$ cat src/rtl/banner_if.sv
// Banner scroller control/data bundle.
//   master: drives enable, dir, mode, step, load, load_data; observes digits, shift_pulse
//   slave : the scroller itself
interface banner_if #(
  parameter int NUM_DIGITS = 4
) ();
  logic                      enable;
  logic                      dir;
  logic [1:0]                mode;
  logic                      step;
  logic                      load;
  logic [4*NUM_DIGITS-1:0]   load_data;
  logic [4*NUM_DIGITS-1:0]   digits;
  logic                      shift_pulse;

  modport master (
    output enable, dir, mode, step, load, load_data,
    input  digits, shift_pulse
  );

  modport slave (
    input  enable, dir, mode, step, load, load_data,
    output digits, shift_pulse
  );
endinterface

$ cat src/rtl/banner_scroller.sv
// banner_scroller: N-digit BCD banner for the seven-segment path.
// Shifts a row of 4-bit digits left/right on a 2**TICK_WIDTH timer tick or a
// single-step request, in COUNT / ROTATE / BOUNCE / HOLD modes, with a
// parallel load that replaces the whole row.
//   clk, reset      : clock, synchronous active-high reset
//   bus (slave)     : enable, dir, mode, step, load, load_data in;
//                     digits (digit i at [4i+3:4i]), shift_pulse out

// One digit position: picks its neighbour according to shift direction.
module banner_lane (
  input  logic [3:0] from_lower,  // digit i-1 (or fill for digit 0)
  input  logic [3:0] from_upper,  // digit i+1 (or fill for digit N-1)
  input  logic       shift_left,
  output logic [3:0] nxt
);
  assign nxt = shift_left ? from_lower : from_upper;
endmodule

module banner_scroller #(
  parameter int NUM_DIGITS = 4,
  parameter int TICK_WIDTH = 23
) (
  input  logic     clk,
  input  logic     reset,
  banner_if.slave  bus
);
  localparam logic [1:0] M_COUNT  = 2'b00;
  localparam logic [1:0] M_ROTATE = 2'b01;
  localparam logic [1:0] M_BOUNCE = 2'b10;
  localparam logic [1:0] M_HOLD   = 2'b11;
  localparam int         BW       = $clog2(NUM_DIGITS);

  typedef logic [NUM_DIGITS-1:0][3:0] row_t;

  // Reset pattern: digit i = (N-1-i) mod 10, e.g. 0x0123 for four digits.
  function automatic row_t reset_row();
    row_t r;
    for (int i = 0; i < NUM_DIGITS; i++) r[i] = 4'((NUM_DIGITS - 1 - i) % 10);
    return r;
  endfunction
  localparam row_t RST_ROW = reset_row();

  row_t                  digits_q;
  row_t                  nxt_row;
  logic [TICK_WIDTH-1:0] timer_q;
  logic                  pulse_q;
  logic                  dir_q;
  logic [BW-1:0]         bcnt_q;

  logic       tick;
  logic       shift_ev;
  logic       eff_left;
  logic [3:0] fill;
  logic [3:0] edge_lo, edge_hi;

  assign tick     = bus.enable && (&timer_q);
  assign shift_ev = (tick || bus.step) && (bus.mode != M_HOLD) && !bus.load;
  assign eff_left = (bus.mode == M_BOUNCE) ? dir_q : bus.dir;
  assign edge_lo  = digits_q[0];
  assign edge_hi  = digits_q[NUM_DIGITS-1];

  // COUNT fills with the incremented/decremented entering-side edge digit;
  // non-BCD edge digits restart the count at 0. Other modes rotate.
  always_comb begin
    fill = 4'd0;
    if (bus.mode == M_COUNT) begin
      if (eff_left) fill = (edge_lo >= 4'd9) ? 4'd0 : edge_lo + 4'd1;
      else          fill = (edge_hi > 4'd9) ? 4'd0 :
                           (edge_hi == 4'd0) ? 4'd9 : edge_hi - 4'd1;
    end else begin
      fill = eff_left ? edge_hi : edge_lo;
    end
  end

  for (genvar gi = 0; gi < NUM_DIGITS; gi++) begin : g_lane
    logic [3:0] lo, hi;
    if (gi == 0) begin : g_lo_fill
      assign lo = fill;
    end else begin : g_lo_nb
      assign lo = digits_q[gi-1];
    end
    if (gi == NUM_DIGITS - 1) begin : g_hi_fill
      assign hi = fill;
    end else begin : g_hi_nb
      assign hi = digits_q[gi+1];
    end
    banner_lane u_lane (
      .from_lower (lo),
      .from_upper (hi),
      .shift_left (eff_left),
      .nxt        (nxt_row[gi])
    );
  end

  always_ff @(posedge clk) begin
    if (reset) begin
      digits_q <= RST_ROW;
      timer_q  <= '0;
      pulse_q  <= 1'b0;
      dir_q    <= 1'b0;
      bcnt_q   <= '0;
    end else begin
      pulse_q <= shift_ev;

      if (bus.load)     digits_q <= row_t'(bus.load_data);
      else if (shift_ev) digits_q <= nxt_row;

      // Timer keeps running in HOLD; load restarts the phase.
      if (bus.load)        timer_q <= '0;
      else if (bus.enable) timer_q <= timer_q + TICK_WIDTH'(1);

      // Bounce direction tracks dir outside BOUNCE so entering BOUNCE
      // starts in the currently requested direction.
      if (bus.mode != M_BOUNCE) begin
        dir_q  <= bus.dir;
        bcnt_q <= '0;
      end else if (bus.load) begin
        bcnt_q <= '0;
      end else if (shift_ev) begin
        if (bcnt_q == BW'(NUM_DIGITS - 2)) begin
          bcnt_q <= '0;
          dir_q  <= ~dir_q;
        end else begin
          bcnt_q <= bcnt_q + BW'(1);
        end
      end
    end
  end

  assign bus.digits      = digits_q;
  assign bus.shift_pulse = pulse_q;
endmodule

$ cat src/flat_wrapper.sv
// flat-port wrapper written by rule: the top's interface ports become plain ports
module banner_scroller_flat 
#(
  parameter int NUM_DIGITS = 4,
  parameter int TICK_WIDTH = 23
)
  (clk, reset, bus_enable, bus_dir, bus_mode, bus_step, bus_load, bus_load_data, bus_digits, bus_shift_pulse);
  banner_if #(.NUM_DIGITS(NUM_DIGITS)) bus_i ();
  input  logic clk;
  input  logic reset;
  input wire logic [$bits(bus_i.enable)-1:0] bus_enable;
  input wire logic [$bits(bus_i.dir)-1:0] bus_dir;
  input wire logic [$bits(bus_i.mode)-1:0] bus_mode;
  input wire logic [$bits(bus_i.step)-1:0] bus_step;
  input wire logic [$bits(bus_i.load)-1:0] bus_load;
  input wire logic [$bits(bus_i.load_data)-1:0] bus_load_data;
  output wire logic [$bits(bus_i.digits)-1:0] bus_digits;
  output wire logic [$bits(bus_i.shift_pulse)-1:0] bus_shift_pulse;
  assign bus_i.enable = bus_enable;
  assign bus_i.dir = bus_dir;
  assign bus_i.mode = bus_mode;
  assign bus_i.step = bus_step;
  assign bus_i.load = bus_load;
  assign bus_i.load_data = bus_load_data;
  assign bus_digits = bus_i.digits;
  assign bus_shift_pulse = bus_i.shift_pulse;
  banner_scroller #(.NUM_DIGITS(NUM_DIGITS), .TICK_WIDTH(TICK_WIDTH)) u_core (.clk(clk), .reset(reset), .bus(bus_i));
endmodule
$ cat config.mk
export PLATFORM = sky130hd
export DESIGN_NAME = banner_scroller_flat
export DESIGN_NICKNAME = d
export VERILOG_FILES = /design/src/rtl/banner_if.sv /design/src/rtl/banner_scroller.sv /design/src/flat_wrapper.sv
export SDC_FILE = /design/constraint.sdc
export NUM_CORES = 1
export LEC_CHECK = 0
export CAP_MARGIN = 30
export CORE_ASPECT_RATIO = 1.2
export CORE_MARGIN = 5
export CORE_UTILIZATION = 57
export CTS_BUF_LIST = sky130_fd_sc_hd__clkbuf_8
export CTS_CLUSTER_DIAMETER = 40
export DETAILED_ROUTE_END_ITERATION = 10
export GPL_TIMING_DRIVEN = 0
export PLACE_DENSITY_LB_ADDON = 0.05
export SLEW_MARGIN = 20
export SYNTH_ARGS = -nofsm -noshare
export SYNTH_HDL_FRONTEND = slang
export SYNTH_SLANG_ARGS = --single-unit
$ cat constraint.sdc
create_clock -name clk -period 3.7 [get_ports clk]
set_clock_uncertainty 0.05 [all_clocks]
set_input_delay 0.37 -clock clk [delete_from_list [all_inputs] [get_ports clk]]
set_output_delay 0.37 -clock clk [all_outputs]
set_load 0.1 [all_outputs]
==> results of run 1 <==
==> logic make-up after synthesis <==
group                      synth area share, %
DFF                                      35.25
and+or+nand+nor                          26.13
buffers and inverters                    5.225
muxes                                    3.893
adders and majority gates                3.586
AOI/OAI and AO/OA                        19.11
xor gates and xnor gates                 6.814
==> metal layers <==
metal  vias up  share of wire, %
li1       1163                 -
met1      1109                41
met2        61                51
met3        15               5.1
met4         0               2.7
met5         -                 0
==> state kept, by name, summed over array words and instances (netlist names) <==
register and count:
u_core.dir_q 1, u_core.bcnt_q 2, u_core.edge_lo 4, u_core.timer_q 23
u_core.bus.shift_pulse 1, u_core.edge_hi 4, u_core.g_lane.hi 8
==> cell usage in the layout, fill, tap and decap left out, drive strengths merged, types with 4 or more instances in the layout <==
cell type and n:
inv 10, nand3 20, nor3 4, buf 9, xor2 15, and3 9
nand4 13, clkbuf 12, xnor2 4, dfxtp 43, or3 6, o311ai 8
and4 4, nand2 25, o21ai 13, mux2i 6, ha 7, a21oi 8
clkdlybuf4s50 38, nor2 37
==> metrics by stage <==
| step | std cells | worst slack (ps) |
|---|---|---|
| global route | 394 | 1190 |
| CTS | 394 | 1246 |
| detailed placement | 386 | 1206 |
| finish | 394 | 1244 |
| floorplan | 292 | 1272 |
| global placement | 386 | 1209 |
==> area by class of cell <==
class / count / area (sq um)
Fill cell: 364 / 1219
Clock buffer: 5 / 68.82
Sequential cell: 43 / 860.8
Clock inverter: 3 / 16.27
Timing Repair Buffer: 38 / 380.4
Inverter: 10 / 37.54
Tap cell: 56 / 70.07
Multi-Input combinational cell: 223 / 1454
Buffer: 16 / 90.09
==> path summary, 6_finish.rpt <==
kind | cells after the start | start | to | slack [ps]
worst max-delay path | 1 | u_core.edge_hi[3] | bus_digits[15] | 1240
worst min-delay path | 3 | bus_load | u_core.g_lane[0].hi[0] | 410
worst max register to register | 8 | u_core.timer_q[0] | u_core.edge_hi[0] | 1670
worst min register to register | 2 | u_core.timer_q[15] | u_core.timer_q[15] | 450
==> power groups by stage <==
stage          Clock (mW)  Sequential (mW)  Combinational (mW)
5_1_grt             0.326            0.506               0.298
3_5_place_dp            0            0.514               0.279
4_1_cts             0.305            0.503               0.281
6_report            0.299            0.504               0.281
3_3_place_gp            0            0.514               0.278
2_1_floorplan           0            0.606               0.100
==> impl_metrics.py, run 1 <==
metrics = {
    "outcome": {
        "status": "complete, no violations",
    },
    "worst_setup_path": {
        "critPathMaxFanout": 9,
        "crit_arrival_ps": 2040,
        "cpMaxStageDelayCell": "clkdlybuf4s50_1",
        "setup.worst_path.end_class": "output pin",
        "required_ps": 3280,
        "crit_path_cell_trace": "clkdlybuf4s50_1",
        "start_kind": "flop",
        "cp_num_buf_inv": 1,
        "critPathMaxStageDelay_ps": 1200,
        "critPathKind": "flop to output pin",
        "cp_top_family": "buffers and inverters",
    },
    "timing": {
        "timing.final.crit_share_pct": 66.37,
        "period_minus_slack_ps": 2456,
        "rsz0062_at_grt": "no",
        "setup_viol": 0,
        "finalMaxSlewViolations": 0,
        "hold_slack_ps": 411.4,
        "tightest_slew_ps": 972.8,
        "finalSetupTns_ps": 0,
        "relSlewSlack_pct": 34.95,
        "timing.fmax_mhz": 407.2,
        "finalHoldViolations": 0,
    },
    "global_routing": {
        "use_met2_pct": 43.23,
        "antenna_found_initial": 0,
        "grt_most_used_layer": "met2",
        "grt_util_all_layers_pct": 22.82,
        "grt_use_met1_pct": 23.81,
        "grt_first_pass_wirelength_mm": 10.34,
        "use_met3_pct": 5.263,
        "grt_max_degree": 14,
        "first_global_vias": 2247,
        "overflow": 0,
    },
    "routing": {
        "drtPass1Iterations": 4,
        "via_per_inst": 5.959,
        "wl_per_cell_um": 16.06,
        "vias": 2348,
        "drc": 0,
        "ant_nets": 0,
        "drt_iter0_drc": 175,
        "wl_mm": 6.327,
    },
    "floorplan": {
        "initial_core_util_pct": 58.20,
        "rows": 26,
        "dieArea_sq_um": 5699,
        "ios": 41,
        "die_w_um": 69.76,
        "core_sq_um": 4197,
        "fp.dieH_um": 81.71,
    },
    "synthesis": {
        "ys_seq_elements": 43,
        "seq_area_frac_synth_pct": 35.25,
        "synth_area_sq_um": 2442,
        "synth_common_cells": "dfxtp_1 (43), nor2_1 (37), nand2_1 (25), nand3_1 (20), xor2_1 (15)",
        "synth_edf_count": 0,
        "synthDistinctLibCells": 54,
        "synth_top_cell_area_share_pct": 35.25,
        "ys.flop_type": "dfxtp_1",
        "synth_most_common_cell": "dfxtp_1",
        "yosys_warnings": 0,
        "netlist_instances": 292,
        "synth_top_area_cell": "dfxtp_1",
        "avgSynthCellArea_sq_um": 8.364,
        "synth_area_leaders": "dfxtp_1 (35%), nor2_1 (5.7%), xor2_1 (5.4%), nand3_1 (4.1%), nand2_1 (3.8%)",
        "synth_nets": 323,
        "async_flop_share_pct": 0,
    },
    "finish": {
        "stdcell_area_sq_um": 2978,
        "layout.nets": 368,
        "syn_to_final_growth_pct": 21.93,
        "antenna_cells": 0,
        "layout-drive-gt1-share_pct": 8.284,
        "final_util_pct": 70.96,
    },
    "pwr": {
        "p_per_area_nw_per_um2": 363.9,
        "p_sw_share_pct": 35.51,
        "p_int_uw": 698.8,
        "power_leakage_nw": 1.059,
        "power_frac_clock_pct": 27.6,
        "power_mw": 1.084,
        "p_switching_uw": 384.7,
        "p_seq_share_pct": 46.5,
        "p_comb_share_pct": 26.0,
        "peakVddDrop_uv": 306.3,
    },
    "cts": {
        "cts_resized": 0,
        "postCtsSetupBuffers": 0,
        "cts_sinks": 43,
        "ctsHoldBuffers": 0,
        "clockBufferDepth": 2,
        "cts_tree": "done",
        "path_clk_slew_ps": 90,
        "cts_made_buffers": 5,
        "cts-root-buf": "clkbuf_8",
        "htreeDepth": 2,
        "clock_latency_ps": 300,
    },
    "run": {
        "cap_violations": 0,
    },
    "placement": {
        "globalplace.congestion": 0.8800,
        "portBuffers": 38,
        "place_area_sq_um": 2893,
        "dp_hpwl_mm": 4.683,
    },
    "hold_path": {
        "hold_path_class": "input port to flop",
    },
}
(Power assumes the default switching activity.)
==> inputs of run 2 (changes only) <==
--- a/config.mk
+++ b/config.mk
@@ -8,7 +8,7 @@
 export CAP_MARGIN = 30
 export CORE_ASPECT_RATIO = 1.2
 export CORE_MARGIN = 5
-export CORE_UTILIZATION = 57
+export CORE_UTILIZATION = 50
 export CTS_BUF_LIST = sky130_fd_sc_hd__clkbuf_8
 export CTS_CLUSTER_DIAMETER = 40
 export DETAILED_ROUTE_END_ITERATION = 10
==> constraint.sdc (replaced) <==
create_clock -name clk -period 2 [get_ports clk]
set_clock_uncertainty 0.05 [all_clocks]
set_input_delay 0.2 -clock clk [delete_from_list [all_inputs] [get_ports clk]]
set_output_delay 0.2 -clock clk [all_outputs]
set_load 0.1 [all_outputs]
==> run 2 against run 1 <==
Compared with the run above: sequential power up 84%; non-clock buffer count up 7; worst hold slack got worse by 150 ps; largest cell class unchanged; count of clock-buffer cells in the layout stayed put; utilization decreased by 4.0 points; critical path depth unchanged.
==> impl_metrics.py, run 2 (synthesis gave the netlist of run 1 again) <==
metrics = {
    "outcome": {
        "status": "complete, no violations",
    },
    "floorplan": {
        "rows": 27,
        "ios": 41,
        "die_w_um": 73.80,
        "initial_core_util_pct": 52.39,
        "fp.dieH_um": 86.56,
        "core_sq_um": 4662,
        "dieArea_sq_um": 6388,
    },
    "finish": {
        "largest_register_ff_count": 23,
        "final_util_pct": 66.96,
        "final_common_cell": "nor2_1",
        "stdcell_area_sq_um": 3122,
        "syn_to_final_growth_pct": 27.82,
        "antenna_cells": 0,
        "top_register": "u_core.timer_q",
        "layout-drive-gt1-share_pct": 17.97,
        "layout.nets": 375,
        "final_cells": 403,
        "fillers": 407,
        "most-common-layout-cells": "nor2_1 (34), dfxtp_1 (28), nand2_1 (25)",
    },
    "worst_setup_path": {
        "rr_endpoint": "u_core.edge_hi[0]",
        "start_kind": "flop",
        "required_ps": 1750,
        "crit_arrival_ps": 1710,
        "setup.worst_path.end_class": "output pin",
        "cpMaxStageDelayCell": "dlygate4sd2_1",
        "startpoint": "u_core.edge_hi[2]",
        "reg2reg_depth": 8,
        "reg2reg_slack_ps": 100,
        "critPathKind": "flop to output pin",
        "cp_top_family": "buffers and inverters",
        "worstReg2RegStart": "u_core.timer_q[6]",
        "cp_num_buf_inv": 1,
        "critPathMaxFanout": 8,
        "crit_path_cell_trace": "dlygate4sd2_1",
        "critPathMaxStageDelay_ps": 900,
    },
    "global_routing": {
        "grt_max_degree": 17,
        "grt_first_pass_wirelength_mm": 10.76,
        "use_met3_pct": 3.480,
        "first_global_vias": 2296,
        "grt_util_all_layers_pct": 21.32,
        "overflow": 0,
        "grt_most_used_layer": "met2",
        "antenna_found_initial": 0,
        "grt_use_met1_pct": 24.77,
        "use_met2_pct": 36.53,
    },
    "hold_path": {
        "hold_path_class": "input port to flop",
        "min_from": "bus_load",
        "min_to": "u_core.g_lane[0].hi[0]",
        "hold-path-cell-count": 3,
    },
    "routing": {
        "vias": 2461,
        "drt_iter0_drc": 188,
        "drc": 0,
        "wl_mm": 6.707,
        "via_per_inst": 6.107,
        "wl_per_cell_um": 16.64,
        "drtPass1Iterations": 5,
        "ant_nets": 0,
    },
    "cts": {
        "path_clk_slew_ps": 100,
        "htreeDepth": 2,
        "cts_made_buffers": 5,
        "clock_latency_ps": 310,
        "clockBufferDepth": 2,
        "cts_tree": "done",
        "cts_sinks": 43,
        "cts-root-buf": "clkbuf_8",
        "ctsHoldBuffers": 0,
    },
    "timing": {
        "hold_slack_ps": 258.8,
        "timing.fmax_mhz": 509.1,
        "relSlewSlack_pct": 35.12,
        "period_minus_slack_ps": 1964,
        "timing.final.crit_share_pct": 98.20,
        "setup_viol": 0,
        "setup_slack_ps": 35.91,
        "finalMaxSlewViolations": 0,
        "tightest_slew_ps": 977.1,
        "finalHoldViolations": 0,
        "finalSetupTns_ps": 0,
    },
    "pwr": {
        "peakVddDrop_uv": 477.7,
        "power_mw": 2.062,
        "power_leakage_nw": 1.164,
        "p_per_area_nw_per_um2": 660.6,
    },
    "placement": {
        "globalplace.congestion": 0.8730,
        "portBuffers": 38,
        "pre_cts_slack_ps": -382.4,
        "placedCellCount": 388,
        "dp_hpwl_mm": 4.830,
        "place_area_sq_um": 2904,
    },
    "run": {
        "cap_violations": 0,
    },
}
==> run 2: changes by cell type in the layout (fill, tap and decap cells not counted), sizes merged, moves of 2 or more <==
cell | before | now
dlygate4sd2 | 0 | 16
clkdlybuf4s50 | 38 | 19
clkdlybuf4s15 | 0 | 2
buf | 9 | 15
==> run 2: worst max-delay path by stage <==
stage                             end  slack, ps  cells after the start
global route         u_core.bcnt_q[0]         -8                      6
CTS                 u_core.edge_hi[0]         10                      8
global placement    u_core.edge_hi[2]       -330                      8
finish                 bus_digits[14]         40                      1
floorplan           u_core.edge_hi[3]        -40                      7
detailed placement  u_core.edge_hi[3]       -380                      7
==> run 2: final cells by class <==
cell class              instances  area (sq um)  share of cell area, %
plain buffers                  16         93.84                  3.006
clock buffers                   5         68.82                  2.204
clock inverters                 3         26.28                 0.8417
inverters                      10         37.54                  1.202
multi-input cells             223          1521                  48.74
flip-flops and latches         43         887.1                  28.42
well taps                      58         72.57                  2.325
repair buffers                 45         414.1                  13.27
==> run 2: layer usage <==
metal	share of wire (%)	wire length (um)
met3	5.8	391
met2	49	3256
met4	4.2	280
met1	41	2779
met5	0	0
==> run 2: repair_timing <==
| item | in CTS | in global routing |
|---|---|---|
| hold endpoints to repair | 0 | 0 |
| buffers inserted | 4 | 2 |
| pin swaps | 0 | 1 |
| resized for setup | 22 | 30 |
| gates cloned | 0 | 1 |
| setup endpoints to repair | 24 | 40 |
==> run 2: power breakdown <==
group / total, mW / internal [mW] / switching [mW]
Sequential: 0.928 / 0.884 / 0.0441
Combinational: 0.528 / 0.164 / 0.364
Clock: 0.606 / 0.257 / 0.349
Total: 2.06 / 1.31 / 0.757
